## config.mk

```make
export PLATFORM = sky130hd
export DESIGN_NAME = input_scaler
export DESIGN_NICKNAME = d
export VERILOG_FILES = /design/src/rtl/input_scaler.sv
export SDC_FILE = /design/constraint.sdc
export NUM_CORES = 1
export LEC_CHECK = 0
export BUFFER_PORTS_ARGS = -buffer_cell sky130_fd_sc_hd__buf_4
export CAP_MARGIN = 25
export CELL_PAD_IN_SITES_DETAIL_PLACEMENT = 1
export CELL_PAD_IN_SITES_GLOBAL_PLACEMENT = 1
export CORE_ASPECT_RATIO = 1.25
export CORE_UTILIZATION = 30
export CTS_CLUSTER_DIAMETER = 120
export DETAILED_ROUTE_END_ITERATION = 16
export GPL_ROUTABILITY_DRIVEN = 0
export PLACE_DENSITY = 0.75
export SLEW_MARGIN = 20
export SYNTH_ARGS = -nofsm -noshare
export SYNTH_HDL_FRONTEND = slang
export SYNTH_SLANG_ARGS = --single-unit
```

## constraint.sdc

```tcl
create_clock -name clk -period 3.67 [get_ports clk]
set_clock_uncertainty 0.15 [all_clocks]
set_input_delay 0 -clock clk [delete_from_list [all_inputs] [get_ports clk]]
set_output_delay 0 -clock clk [all_outputs]
set_load 0.1 [all_outputs]
```

## src/rtl/input_scaler.sv

```systemverilog
// input_scaler: integrates the 8-sample pulse window of a 16-sample ADC word,
// subtracts a programmable offset, arithmetic-right-shifts by a programmable
// amount and saturates to an unsigned 8-bit value. Offset and shift are
// loaded through a two-phase MSB/LSB GPIO write protocol.
module input_scaler #(
    parameter int unsigned mem_base_addr = 0
) (
    input  logic         clk,
    input  logic         rst,
    input  logic [255:0] adc_word_in,
    input  logic         adc_valid_in,
    input  logic [31:0]  gpio_in,
    output logic [7:0]   value_out,
    output logic         value_valid_out
);

    // GPIO field layout: [7:0] data, [23:8] address, [31] write strobe.
    localparam int unsigned GpioWClkBit = 31;
    localparam logic [15:0] OffsetAddr  = 16'(mem_base_addr);
    localparam logic [15:0] ShiftAddr   = 16'(mem_base_addr + 1);

    typedef enum logic [1:0] {StIdle, StWait1, StWait2, StWaitEnd} wr_state_e;

    logic [7:0]  gpio_data;
    logic [15:0] gpio_addr;
    logic        gpio_w_clk;
    logic        hit_offset, hit_shift, hit;

    assign gpio_data  = gpio_in[7:0];
    assign gpio_addr  = gpio_in[23:8];
    assign gpio_w_clk = gpio_in[GpioWClkBit];
    assign hit_offset = gpio_w_clk && (gpio_addr == OffsetAddr);
    assign hit_shift  = gpio_w_clk && (gpio_addr == ShiftAddr);
    assign hit        = hit_offset || hit_shift;

    // Edge samples, unused GPIO bits and the upper shift bits carry no function.
    logic unused_inputs;
    assign unused_inputs = ^{gpio_in[30:24], adc_word_in[63:0], adc_word_in[255:192]};

    wr_state_e   state_q, state_d;
    logic [7:0]  msb_q, msb_d;
    logic [15:0] offset_q, offset_d;
    logic [15:0] shift_q, shift_d;

    logic unused_shift;
    assign unused_shift = ^shift_q[15:4];

    // Config write FSM: next state and register updates.
    always_comb begin
        state_d  = state_q;
        msb_d    = msb_q;
        offset_d = offset_q;
        shift_d  = shift_q;
        case (state_q)
            StIdle: begin
                if (hit) begin
                    msb_d   = gpio_data;
                    state_d = StWait1;
                end
            end
            StWait1: begin
                if (!gpio_w_clk) state_d = StWait2;
            end
            StWait2: begin
                // The address of the LSB phase selects the target register.
                if (hit) begin
                    if (hit_offset) offset_d = {msb_q, gpio_data};
                    else            shift_d  = {msb_q, gpio_data};
                    state_d = StWaitEnd;
                end
            end
            StWaitEnd: begin
                if (!gpio_w_clk) state_d = StIdle;
            end
            default: state_d = StIdle;
        endcase
    end

    // Config write FSM state and register storage.
    always_ff @(posedge clk or negedge rst) begin
        if (!rst) begin
            state_q  <= StIdle;
            msb_q    <= '0;
            offset_q <= '0;
            shift_q  <= '0;
        end else begin
            state_q  <= state_d;
            msb_q    <= msb_d;
            offset_q <= offset_d;
            shift_q  <= shift_d;
        end
    end

    // Datapath signals.
    logic signed [15:0] smp [8];
    logic signed [16:0] pair_d [4];
    logic signed [16:0] pair_q [4];
    logic               s1_valid_q;
    logic signed [18:0] total_d, total_q;
    logic               s2_valid_q;
    logic signed [19:0] diff_d, diff_q;
    logic               s3_valid_q;
    logic signed [19:0] shifted;
    logic [7:0]         sat;

    // S1/S2/S3 combinational arithmetic: pair sums, total, offset removal.
    always_comb begin
        for (int j = 0; j < 8; j++) begin
            smp[j] = adc_word_in[16*(j+4) +: 16];
        end
        for (int i = 0; i < 4; i++) begin
            pair_d[i] = {smp[2*i][15], smp[2*i]} + {smp[2*i+1][15], smp[2*i+1]};
        end
        total_d = {{2{pair_q[0][16]}}, pair_q[0]} + {{2{pair_q[1][16]}}, pair_q[1]}
                + {{2{pair_q[2][16]}}, pair_q[2]} + {{2{pair_q[3][16]}}, pair_q[3]};
        diff_d  = {total_q[18], total_q} - {{4{offset_q[15]}}, offset_q};
    end

    // S4: arithmetic shift then clamp into 0..255.
    always_comb begin
        shifted = diff_q >>> shift_q[3:0];
        if (shifted[19])          sat = 8'd0;
        else if (|shifted[18:8])  sat = 8'd255;
        else                      sat = shifted[7:0];
    end

    // Pipeline registers; valid travels alongside data, output holds on bubbles.
    always_ff @(posedge clk or negedge rst) begin
        if (!rst) begin
            for (int i = 0; i < 4; i++) pair_q[i] <= '0;
            s1_valid_q      <= 1'b0;
            total_q         <= '0;
            s2_valid_q      <= 1'b0;
            diff_q          <= '0;
            s3_valid_q      <= 1'b0;
            value_out       <= '0;
            value_valid_out <= 1'b0;
        end else begin
            for (int i = 0; i < 4; i++) pair_q[i] <= pair_d[i];
            s1_valid_q      <= adc_valid_in;
            total_q         <= total_d;
            s2_valid_q      <= s1_valid_q;
            diff_q          <= diff_d;
            s3_valid_q      <= s2_valid_q;
            value_valid_out <= s3_valid_q;
            if (s3_valid_q) value_out <= sat;
        end
    end

endmodule

```

==> metrics.md, run 1 <==
| Metric | Value |
|---|---|
| Post-synthesis sequential area ratio | 34.1% |
| Worst r2r path cells | 11 |
| Commonest non-fill, non-tap cell in the layout | dlygate4sd3_1 |
| Hpwl dp | between 20000 and 25000 µm |
| Die height | approximately 220 µm |
| Final hold vios | 53 |
| Outcome | finished with violations |
| Delay of the slowest critical-path stage | 0.55 ns |
| Buffers added on ports | around 160 |
| Vias in the first global route | ~11000 |
| Drc violations | 0 |
| CP required | 3.82 ns |
| Actual slew at the worst max-slew pin | 0.751 ns |
| Total grt overflow | 0 |
| Nets | slightly below 2000 |
| Final core occ | 42.7% |
| Critical Path AT | approximately 3.6 ns |
| Worst setup startpoint | pair_q[3]$_DFF_PN0_ |
| Setup TNS | 0 ns |
| Row cnt | 77 |
| Tcrit/Tclk final | ~95% |
| Crit Reg-Reg Endpoint | total_q[18]$_DFF_PN0_ |
| Diodes inserted | 0 |
| P_int | around 5.5 mW |
| Synth-to-Final Area Change | 39.3% |
| Total CTS buffers | 17 |
| Initial antenna violation count | 0 |
| Global-route usage over all layers | approximately a fifth |
| Area leader, netlist | dfrtp_1 |
| Relative slew slack | about half |
| TritonCTS clock tree | done |
| Total Power | roughly 9.5 mW |
| Post-synth EDFFs | 0 |
| Comb power frac | between 50% and 60% |
| Yosys reg bits | around 150 |
| CP max stage cell | o31ai_1 |
| Ys async rst share | between 90% and 100% |
| Die area | between 0.03 and 0.04 mm² |
| Non-filler cells, final | slightly below 2000 |
| Total of max-cap violations | 0 |
| Final ANT Viol Nets | 0 |
| Sequential Power Share | 25.2% |
| Final min period | ~3.5 ns |
| Synth unique cells | between 60 and 70 |
| Critical Path Sink Type | flip-flop |
| R2R Path Start | pair_q[3]$_DFF_PN0_ |
| Cell area after synthesis | ~0.011 mm² |
| Yosys top cell area share | approximately 34% |
| Lkg Pwr | 7.13 nW |
| Global-route wire length before repair | between 50000 and 60000 µm |
| Iteration-0 DRC Markers | around 420 |
| Die width | approximately 170 µm |
| Most frequent cells in the layout | 191 x dlygate4sd3_1, 170 x buf_4, 161 x inv_1, 149 x dfrtp_1, 106 x ha_1 |
| Slew Limit Fails | 0 |
| Switching portion of total power | between 40% and 50% |
| Largest net degree at the start of global routing | 108 |
| Net Sw Power | 3.98 mW |
| First-pass detailed-route iteration total | 5 |
| PD cells | around 620 mW/mm² |
| IR drop worst, VDD | approximately 390 µV |
| Dominant synthesized flop cell | dfrtp_1 |
| Max Freq | 0.287 GHz |
| Syn_area_per_cell | between 9 and 10 µm² |
| Number of cells on the critical path | 11 |
| Final WL | 34800 µm |
| Routed length per instance | 17.6 µm |
| Clock power frac | 17.9% |
| Failing checks | hold timing |
| Reg2reg setup slack | between 0.15 and 0.2 ns |
| Initial Util | 30.7% |
| Cell Chain, Critical Path | inv_1 > fa_1 > fa_1 > inv_1 > ha_1 > nand3_1 > nor2_1 > nor3_2 > o31ai_1 > a221oi_1 > xnor2_1 |
| Reg clk slew, reported paths | ~0.07 ns |
| Synth warn | 0 |
| Area post-placement | between 0.01 and 0.015 mm² |
| Syn Inst Count | between 1000 and 1500 |
| Unrepaired setup endpoints after global routing | no |
| Synthesized Nets | 1570 |
| Finished Cell Area | approximately 0.015 mm² |
| Layout cells sized above 1 | between 10% and 20% |
| Clock sinks | approximately 150 |
| Buf/Inv on CP | 2 |
| Clock latency on the worst-skew pair | 0.43 ns |
| Final Hold Slack | -0.0388 ns |
| CP endpoint | total_q[18]$_DFF_PN0_ |
| Root Driver | clkbuf_16 |
| Top Ports | 300 |
| H-tree depth | 4 |
| Min-Delay Path Class | input port to asynchronous set/reset pin |
| Ranking of synthesized cells by area | dfrtp_1 34%, ha_1 12%, fa_1 7.3%, inv_1 5.5%, a21oi_1 3.4% |
| Vias per std cell | about 5 |
| Via count | 9876 |
| CP Launch Type | flip-flop |
| Final setup margin | ~0.19 ns |
| Dpl cells | between 1500 and 2000 |
| Final setup viols | 0 |
| Core ar. | approximately 0.036 mm² |
| Worst-path fanout max | 4 |
| Critical path class | flip-flop to flip-flop |
| Clock buffer depth | 2 |
| Crit path max-delay family | adder cells |
| DP Worst Slack | roughly 0.2 ns |
==> power groups by stage <==
| stage | sequential (mW) | combinational [mW] | clock [mW] |
|---|---|---|---|
| 2_1_floorplan | 2.54 | 3.52 | 0 |
| 3_3_place_gp | 2.39 | 4.77 | 0 |
| 3_5_place_dp | 2.40 | 4.96 | 0 |
| 4_1_cts | 2.37 | 5.28 | 1.73 |
| 5_1_grt | 2.42 | 6.00 | 1.79 |
| 6_report | 2.38 | 5.38 | 1.69 |
==> logic make-up after synthesis <==
group | count (synthesis) | share of synthesized area (%)
AO/OA/AOI/OAI | 297 | 18.3
AND/OR/NAND/NOR | 250 | 11.2
buffers and inverters | 184 | 6.45
flip-flops | 149 | 34.1
adder cells (fa/ha/maj) | 146 | 19.5
XOR/XNOR | 64 | 5.13
multiplexers | 43 | 5.37
==> flip-flops by register name, indices dropped and copies added (netlist names) <==
register / flops
value_valid_out: 1
total_q: 19
msb_q: 8
s3_valid_q: 1
diff_q: 20
value_out: 8
pair_q: 68
s2_valid_q: 1
offset_q: 16
s1_valid_q: 1
shift_q: 4
state_q: 2
==> worst min-delay path by stage <==
| stage | start | end | slack, ns | cells past startpoint |
|---|---|---|---|---|
| 6_report | rst | total_q[4]$_DFF_PN0_ | -0.04 | 2 |
| 5_1_grt | rst | total_q[6]$_DFF_PN0_ | 0.01 | 2 |
| 4_1_cts | adc_word_in[139] | pair_q[29]$_DFF_PN0_ | 0.001 | 5 |
| 3_5_place_dp | adc_valid_in | s1_valid_q$_DFF_PN0_ | -0.04 | 1 |
| 3_3_place_gp | adc_valid_in | s1_valid_q$_DFF_PN0_ | -0.04 | 1 |
| 2_1_floorplan | rst | diff_q[0]$_DFF_PN0_ | -0.45 | 0 |
==> final cells by class <==
type,count,area (µm²)
Clock buffer,19,433
Clock inverter,13,125
Multi-Input combinational cell,800,6510
Tap cell,474,593
Sequential cell,149,3730
Inverter,163,612
Fill cell,4085,20400
Timing Repair Buffer,363,3230
==> layer usage <==
layer	up-vias	wire length, µm	track usage, %
li1	4695	-	-
met1	4896	13300	19.4
met2	217	19400	37.9
met3	68	879	2.31
met4	0	1310	8.70
met5	-	0	0
==> repair_timing <==
action,4_1_cts,5_1_grt
gates resized for setup,0,2
hold endpoints to repair,202,0
hold buffers,191,0
setup buffers,0,0
setup endpoints to repair,0,5
==> cell usage after synthesis (all sizes together), types with 9 or more instances <==
cell    count
inv       162
nand2b     11
dfrtp     149
mux2       15
o21a       27
nor3       23
a211oi     10
clkbuf     11
o221a       9
ha        106
mux2i      17
xor2       22
nand2      57
o21ai      68
nand3      16
nor2       71
a21o       15
o211ai      9
nor2b      24
fa         40
xnor2      42
and3        9
mux4       11
a21oi      75
buf        10
o21bai     10
==> worst reg2reg max path, cell delays in order, from the launching register on <==
cell and delay (ns):
dfrtp_1 0.35, inv_1 0.10, fa_1 0.54, fa_1 0.52, inv_1 0.05, ha_1 0.35
nand3_1 0.09, nor2_1 0.21, nor3_2 0.09, o31ai_1 0.55, a221oi_1 0.18, xnor2_1 0.17
(Power assumes the default switching activity.)
==> run 2, diff against run 1 <==
--- a/config.mk
+++ b/config.mk
@@ -14,7 +14,7 @@
 export CTS_CLUSTER_DIAMETER = 120
 export DETAILED_ROUTE_END_ITERATION = 16
 export GPL_ROUTABILITY_DRIVEN = 0
-export PLACE_DENSITY = 0.75
+export PLACE_DENSITY = 0.78
 export SLEW_MARGIN = 20
 export SYNTH_ARGS = -nofsm -noshare
 export SYNTH_HDL_FRONTEND = slang
==> constraint.sdc (replaced) <==
create_clock -name clk -period 3.2 [get_ports clk]
set_clock_uncertainty 0.15 [all_clocks]
set_input_delay 0 -clock clk [delete_from_list [all_inputs] [get_ports clk]]
set_output_delay 0 -clock clk [all_outputs]
set_load 0.1 [all_outputs]
==> metrics.md, run 2 (same netlist as run 1, synthesis figures left out) <==
| Metric | Value |
|---|---|
| Layout cells sized above 1 | 20.6% (+4.8 points) |
| First-pass detailed-route iteration total | 4 (-1) |
| Total CTS buffers | 17 (unchanged) |
| R2R Path Start | pair_q[36]$_DFF_PN0_ |
| Core ar. | 0.0356 mm² (unchanged) |
| Critical Path AT | 3.43 ns (-0.20 ns) |
| Crit path max-delay family | adder cells |
| Hpwl dp | 23800 µm (+4.4%) |
| Met3 usage | 3.05% (+0.74 points) |
| Final Hold Slack | 0.00952 ns (+0.0483 ns) |
| Final ANT Viol Nets | 0 (unchanged) |
| Reg2reg setup slack | -0.08 ns (-0.26 ns) |
| Max FFs per register | 68 (unchanged) |
| Unrepaired setup endpoints after global routing | yes |
| Comb power frac | 62.4% (+5.5 points) |
| Worst-path fanout max | 2 (-2) |
| Final min period | 3.28 ns (-0.205 ns) |
| Die width | 173 µm (unchanged) |
| Min-Delay Path Class | input port to flip-flop |
| Total grt overflow | 0 (unchanged) |
| Critical path class | flip-flop to flip-flop |
| PD cells | 810 mW/mm² (+30%) |
| Sequential Power Share | 21.3% (-3.9 points) |
| Routed length per instance | 20.0 µm (+14%) |
| TritonCTS clock tree | done |
| Buffers added on ports | 164 (unchanged) |
| Synth-to-Final Area Change | 45.1% |
| Row cnt | 77 (unchanged) |
| WHS Endpoint | pair_q[16]$_DFF_PN0_ |
| Final setup margin | -0.0754 ns (-0.265 ns) |
| Root Driver | clkbuf_16 |
| Clock sinks | 149 (unchanged) |
| Max Freq | 0.305 GHz (+6.3%) |
| CP required | 3.36 ns (-0.46 ns) |
| Clock latency on the worst-skew pair | 0.44 ns (about the same) |
| Via count | 10450 (+5.8%) |
| Initial antenna violation count | 2 (+2) |
| IR drop worst, VDD | 541 µV (+40%) |
| Drc violations | 0 (unchanged) |
| HP Start | adc_word_in[174] |
| Vias in the first global route | 12099 (+7.7%) |
| Die height | 215 µm (unchanged) |
| WHS Path Cells | 4 |
| Commonest non-fill, non-tap cell in the layout | dlygate4sd3_1 |
| Met2 usage | 42.4% (+4.5 points) |
| Buf/Inv on CP | 2 (unchanged) |
| Initial Util | 30.7% (unchanged) |
| Most frequent cells in the layout | 203 x dlygate4sd3_1, 194 x buf_4, 149 x dfrtp_1, 147 x inv_1, 96 x ha_1 |
| Cell Chain, Critical Path | inv_2 > fa_1 > fa_1 > buf_6 > fa_2 > nor2b_4 > o31a_1 > o2111ai_2 > a21boi_2 > mux2i_1 > nand2_1 |
| Delay of the slowest critical-path stage | 0.58 ns (+0.03 ns) |
| Regs by FF count | pair_q x68, diff_q x20, total_q x19 |
| Largest net degree at the start of global routing | 85 (-21%) |
| Grt met1 use | 21.5% (+2.2 points) |
| Worst setup startpoint | pair_q[36]$_DFF_PN0_ |
| Clock power frac | 16.3% (-1.6 points) |
| Iteration-0 DRC Markers | 419 (-0.48%) |
| Die area | 0.0372 mm² (unchanged) |
| Slew Limit Fails | 0 (unchanged) |
| Final setup viols | 5 (+5) |
| Most used cell, CP | fa_1 |
| Final core occ | 44.5% (+1.8 points) |
| Fill cell count | 3990 (-2.3%) |
| Final hold vios | 0 (-100%) |
| Failing checks | setup timing |
| Critical Path Sink Type | flip-flop |
| Nets | 1970 (+2.0%) |
| Switching portion of total power | 44.0% (+1.9 points) |
| H-tree depth | 4 (unchanged) |
| CP max stage cell | fa_1 |
| DP Worst Slack | -0.173 ns (-0.379 ns) |
| CP Launch Type | flip-flop |
| Worst r2r path cells | 11 (unchanged) |
| Crit Reg-Reg Endpoint | total_q[15]$_DFF_PN0_ |
| Clock buffer depth | 2 (unchanged) |
| Actual slew at the worst max-slew pin | 0.815 ns (+0.0631 ns) |
| Net Sw Power | 5.66 mW (+42%) |
| Reg clk slew, reported paths | 0.08 ns (about the same) |
| Relative slew slack | 45.7% (-4.0 points) |
| Total of max-cap violations | 0 (unchanged) |
| Layer with the highest usage | met2 |
| Global-route wire length before repair | 63500 µm (+12%) |
| Largest Register | pair_q |
| Outcome | finished with violations |
| P_int | 7.19 mW (+31%) |
| Global-route usage over all layers | 21.6% (+2.6 points) |
| Tcrit/Tclk final | 102% (+7.5 points) |
| Top Ports | 300 (unchanged) |
| Lkg Pwr | 7.36 nW (+3.2%) |
| Vias per std cell | 5.17 (+3.7%) |
| Final WL | 40400 µm (+16%) |
run 2: cell count changes in the layout (fill, tap and decap cells not counted), moves of 6 or more:
cell	delta
buf_4	+24
inv_1	-14
inv_2	+14
dlygate4sd3_1	+12
ha_1	-10
clkinv_8	+6
ha_4	+6
run 2: power by group through the flow:
stage	Clock [mW]	Sequential [mW]	Combinational, mW
2_1_floorplan	0	2.92	4.03
3_3_place_gp	0	2.74	5.86
3_5_place_dp	0	2.77	6.17
4_1_cts	2.12	2.73	6.89
5_1_grt	2.19	2.80	8.65
6_report	2.09	2.74	8.01
run 2: worst max path at each step:
stage,end,slack [ns],cells after the start
5_1_grt,total_q[17]$_DFF_PN0_,-0.14,11
4_1_cts,total_q[15]$_DFF_PN0_,-0.06,11
3_5_place_dp,total_q[15]$_DFF_PN0_,-0.17,11
3_3_place_gp,total_q[17]$_DFF_PN0_,-0.07,11
6_report,total_q[15]$_DFF_PN0_,-0.08,11
2_1_floorplan,total_q[12]$_DFF_PN0_,0.04,10
run 2: layout make-up:
type / instances / area, µm² / share of cell area [%]
Multi-Input combinational cell: 800 / 6750 / 42.6
Sequential cell: 149 / 3730 / 23.5
Timing Repair Buffer: 402 / 3550 / 22.4
Inverter: 163 / 612 / 3.86
Tap cell: 474 / 593 / 3.74
Clock buffer: 17 / 425 / 2.68
Clock inverter: 15 / 194 / 1.22
Antenna cell: 2 / 5.00 / 0.0315
run 2: metal layers:
layer | vias up | wire, µm
li1 | 4781 | -
met1 | 5208 | 14700
met2 | 322 | 22400
met3 | 139 | 1110
met4 | 0 | 2180
met5 | - | 0
run 2: worst register-to-register path, cell delays in order (launching register included):
cell and delay (ns):
dfrtp_1 0.35, inv_2 0.05, fa_1 0.58, fa_1 0.46, buf_6 0.14, fa_2 0.41
nor2b_4 0.13, o31a_1 0.18, o2111ai_2 0.15, a21boi_2 0.23, mux2i_1 0.23, nand2_1 0.08
run 2: metrics by stage:
step | power (mW) | cell area, µm² | instances | TNS, ns
finish | 12.8 | 15900 | 2022 | -0.195
CTS | 11.7 | 15600 | 2012 | -0.128
detailed placement | 8.94 | 12900 | 1776 | -0.875
global route | 13.6 | 15900 | 2022 | -0.847
global placement | 8.60 | 12900 | 1776 | -0.162
floorplan | 6.95 | 10900 | 1133 | 0
run 2: repair_timing:
item                       4_1_cts  5_1_grt
hold buffers                   203        0
gates resized for setup         17       54
pin swaps                       11       22
buffers inserted                 2        9
cloned                           0        0
hold endpoints to repair       180        0
setup endpoints to repair        7       18
==> run 3, diff against run 2 <==
--- a/config.mk
+++ b/config.mk
@@ -10,11 +10,11 @@
 export CELL_PAD_IN_SITES_DETAIL_PLACEMENT = 1
 export CELL_PAD_IN_SITES_GLOBAL_PLACEMENT = 1
 export CORE_ASPECT_RATIO = 1.25
-export CORE_UTILIZATION = 30
+export CORE_UTILIZATION = 37
 export CTS_CLUSTER_DIAMETER = 120
 export DETAILED_ROUTE_END_ITERATION = 16
 export GPL_ROUTABILITY_DRIVEN = 0
-export PLACE_DENSITY = 0.78
+export PLACE_DENSITY = 0.91
 export SLEW_MARGIN = 20
 export SYNTH_ARGS = -nofsm -noshare
 export SYNTH_HDL_FRONTEND = slang
==> constraint.sdc (replaced) <==
create_clock -name clk -period 2.9 [get_ports clk]
set_clock_uncertainty 0.15 [all_clocks]
set_input_delay 0 -clock clk [delete_from_list [all_inputs] [get_ports clk]]
set_output_delay 0 -clock clk [all_outputs]
set_load 0.1 [all_outputs]
==> metrics.md, run 3 (same netlist as run 1, synthesis figures left out) <==
| Metric | Value |
|---|---|
| Outcome | finished with violations |
| Failing checks | hold timing, setup timing |
| Final Hold Slack | -0.0390 ns (-0.0485 ns) |
| Clock sinks | 149 (unchanged) |
| Die area | 0.0303 mm² (-19%) |
| Global-route wire length before repair | 78000 µm (+23%) |
| Regs by FF count | pair_q x68, diff_q x20, total_q x19 |
| Most frequent cells in the layout | 223 x buf_4, 198 x dlygate4sd3_1, 154 x inv_1, 149 x dfrtp_1, 97 x ha_1 |
| Critical Path AT | 4.29 ns (+0.86 ns) |
| Core ar. | 0.0292 mm² (-18%) |
| Actual slew at the worst max-slew pin | 1.34 ns (+0.530 ns) |
| Initial antenna violation count | 16 (+14) |
| Critical Path Sink Type | flip-flop |
| Global-route usage over all layers | 34.5% (+13 points) |
| Synth-to-Final Area Change | 48.1% |
| Layout cells sized above 1 | 23.2% (+2.5 points) |
| First-pass detailed-route iteration total | 8 (+4) |
| Vias per std cell | 6.74 (+30%) |
| Die height | 194 µm (-9.9%) |
| CP required | 3.09 ns (-0.27 ns) |
| Final min period | 4.11 ns (+0.832 ns) |
| Total of max-cap violations | 0 (unchanged) |
| Clock buffer depth | 2 (unchanged) |
| Initial Util | 37.5% (+6.8 points) |
| Drc violations | 0 (unchanged) |
| Total CTS buffers | 17 (unchanged) |
| Unrepaired setup endpoints after global routing | yes |
| Final setup viols | 45 (+40) |
| Total grt overflow | 0 (unchanged) |
| Final hold vios | 1 (+1) |
| Clock latency on the worst-skew pair | 0.48 ns (+0.04 ns) |
| Final WL | 70600 µm (+75%) |
| Total Power | 17.8 mW (+39%) |
| Via count | 13381 (+28%) |
| Critical path class | flip-flop to flip-flop |
| Min-Delay Path Class | input port to flip-flop |
| Reg clk slew, reported paths | 0.08 ns (about the same) |
| Largest net degree at the start of global routing | 40 (-53%) |
| Routed length per instance | 35.5 µm (+78%) |
| Lkg Pwr | 7.56 nW (+2.8%) |
| Area post-placement | 0.0129 mm² (+0.15%) |
| Finished Cell Area | 0.0162 mm² (+2.1%) |
| Hpwl dp | 25000 µm (+5.0%) |
| Root Driver | clkbuf_16 |
| Max FFs per register | 68 (unchanged) |
| Buffers added on ports | 164 (unchanged) |
| WHS Path Cells | 4 (unchanged) |
| Top Ports | 300 (unchanged) |
| Largest Register | pair_q |
| Slew Limit Fails | 0 (unchanged) |
| H-tree depth | 4 (unchanged) |
| Final setup margin | -1.21 ns (-1.13 ns) |
| Max Freq | 0.243 GHz (-20%) |
| CP Launch Type | flip-flop |
| Commonest non-fill, non-tap cell in the layout | buf_4 |
| Row cnt | 70 (-9.1%) |
| Vias in the first global route | 13420 (+11%) |
| Die width | 156 µm (-9.8%) |
| IR drop worst, VDD | 635 µV (+17%) |
| Worst r2r path cells | 12 (+1) |
| Iteration-0 DRC Markers | 1649 (+290%) |
| Relative slew slack | 9.85% (-36 points) |
| Final ANT Viol Nets | 0 (unchanged) |
| TritonCTS clock tree | done |
| Tcrit/Tclk final | 142% (+39 points) |
| Worst-path fanout max | 3 (+1) |
| PD cells | 1100 mW/mm² (+36%) |
| Setup TNS | -19.47 ns (-19.28 ns) |
| Nets | 1999 (+1.5%) |
run 3: cell count changes in the layout (fill, tap and decap cells not counted), moves of 4 or more:
cell	delta
dlygate4sd3_1	-5
fa_1	-4
fa_2	+4
a21oi_1	-4
inv_2	-7
clkinv_8	-4
diode_2	+13
buf_4	+29
inv_1	+7
run 3: path summary, 6_finish.rpt:
kind                                       endpoint  slack [ns]                  from
max                           total_q[10]$_DFF_PN0_       -1.21  pair_q[23]$_DFF_PN0_
min                            pair_q[26]$_DFF_PN0_       -0.04      adc_word_in[136]
max reg2reg                   total_q[10]$_DFF_PN0_       -1.21  pair_q[23]$_DFF_PN0_
min reg2reg                    s2_valid_q$_DFF_PN0_        0.20  s1_valid_q$_DFF_PN0_
max in group asynchronous      pair_q[62]$_DFF_PN0_        1.41                   rst
min in group asynchronous  offset_q[14]$_DFFE_PN0P_        0.39                   rst
run 3: critical path: stages, from the launching register on:
cell     delay, ns
dfrtp_1       0.56
inv_1         0.13
fa_1          0.44
fa_1          0.52
inv_1         0.22
ha_4          0.44
o21a_1        0.25
o21a_2        0.28
nand2_2       0.15
o21ai_2       0.25
buf_4         0.15
buf_4         0.13
xor2_1        0.29
run 3: timing repair:
action,in CTS,in global routing
pin swaps,13,41
cloned,0,1
setup endpoints to repair,12,43
hold buffers,203,0
resized for setup,20,74
endpoints found under the hold margin,248,0
setup buffers,7,18
run 3: routing by layer:
| metal | wire length, µm | track usage, % |
|---|---|---|
| met1 | 21400 | 33.2 |
| met2 | 29800 | 60.8 |
| met3 | 9770 | 8.99 |
| met4 | 9420 | 29.4 |
| met5 | 213 | 0 |
run 3: cell type report:
| class | instances | area (µm²) |
|---|---|---|
| fillers | 3152 | 13000 |
| multi-input cells | 800 | 6920 |
| repair buffers | 431 | 3770 |
| flip-flops and latches | 149 | 3730 |
| inverters | 163 | 612 |
| well taps | 396 | 495 |
| clock buffers | 17 | 425 |
| clock inverters | 15 | 204 |
| diodes | 15 | 37.5 |
run 3: per-stage QoR:
stage	util [%]	worst slack, ns	hold slack [ns]	cells
floorplan	-	-0.209	-0.446	1133
global placement	44.2	-0.347	-0.139	1712
detailed placement	44.2	-0.537	-0.125	1712
CTS	53.8	-0.359	0.000446	1954
global route	55.5	-1.12	-0.0389	1978
finish	55.5	-1.21	-0.0390	1986
run 3: report_power, final:
group | switching (mW) | leakage, nW | internal, mW | total [mW]
clock | 1.21 | 0.310 | 1.33 | 2.54
combinational | 7.60 | 5.54 | 4.56 | 12.2
sequential | 0.457 | 1.71 | 2.67 | 3.13
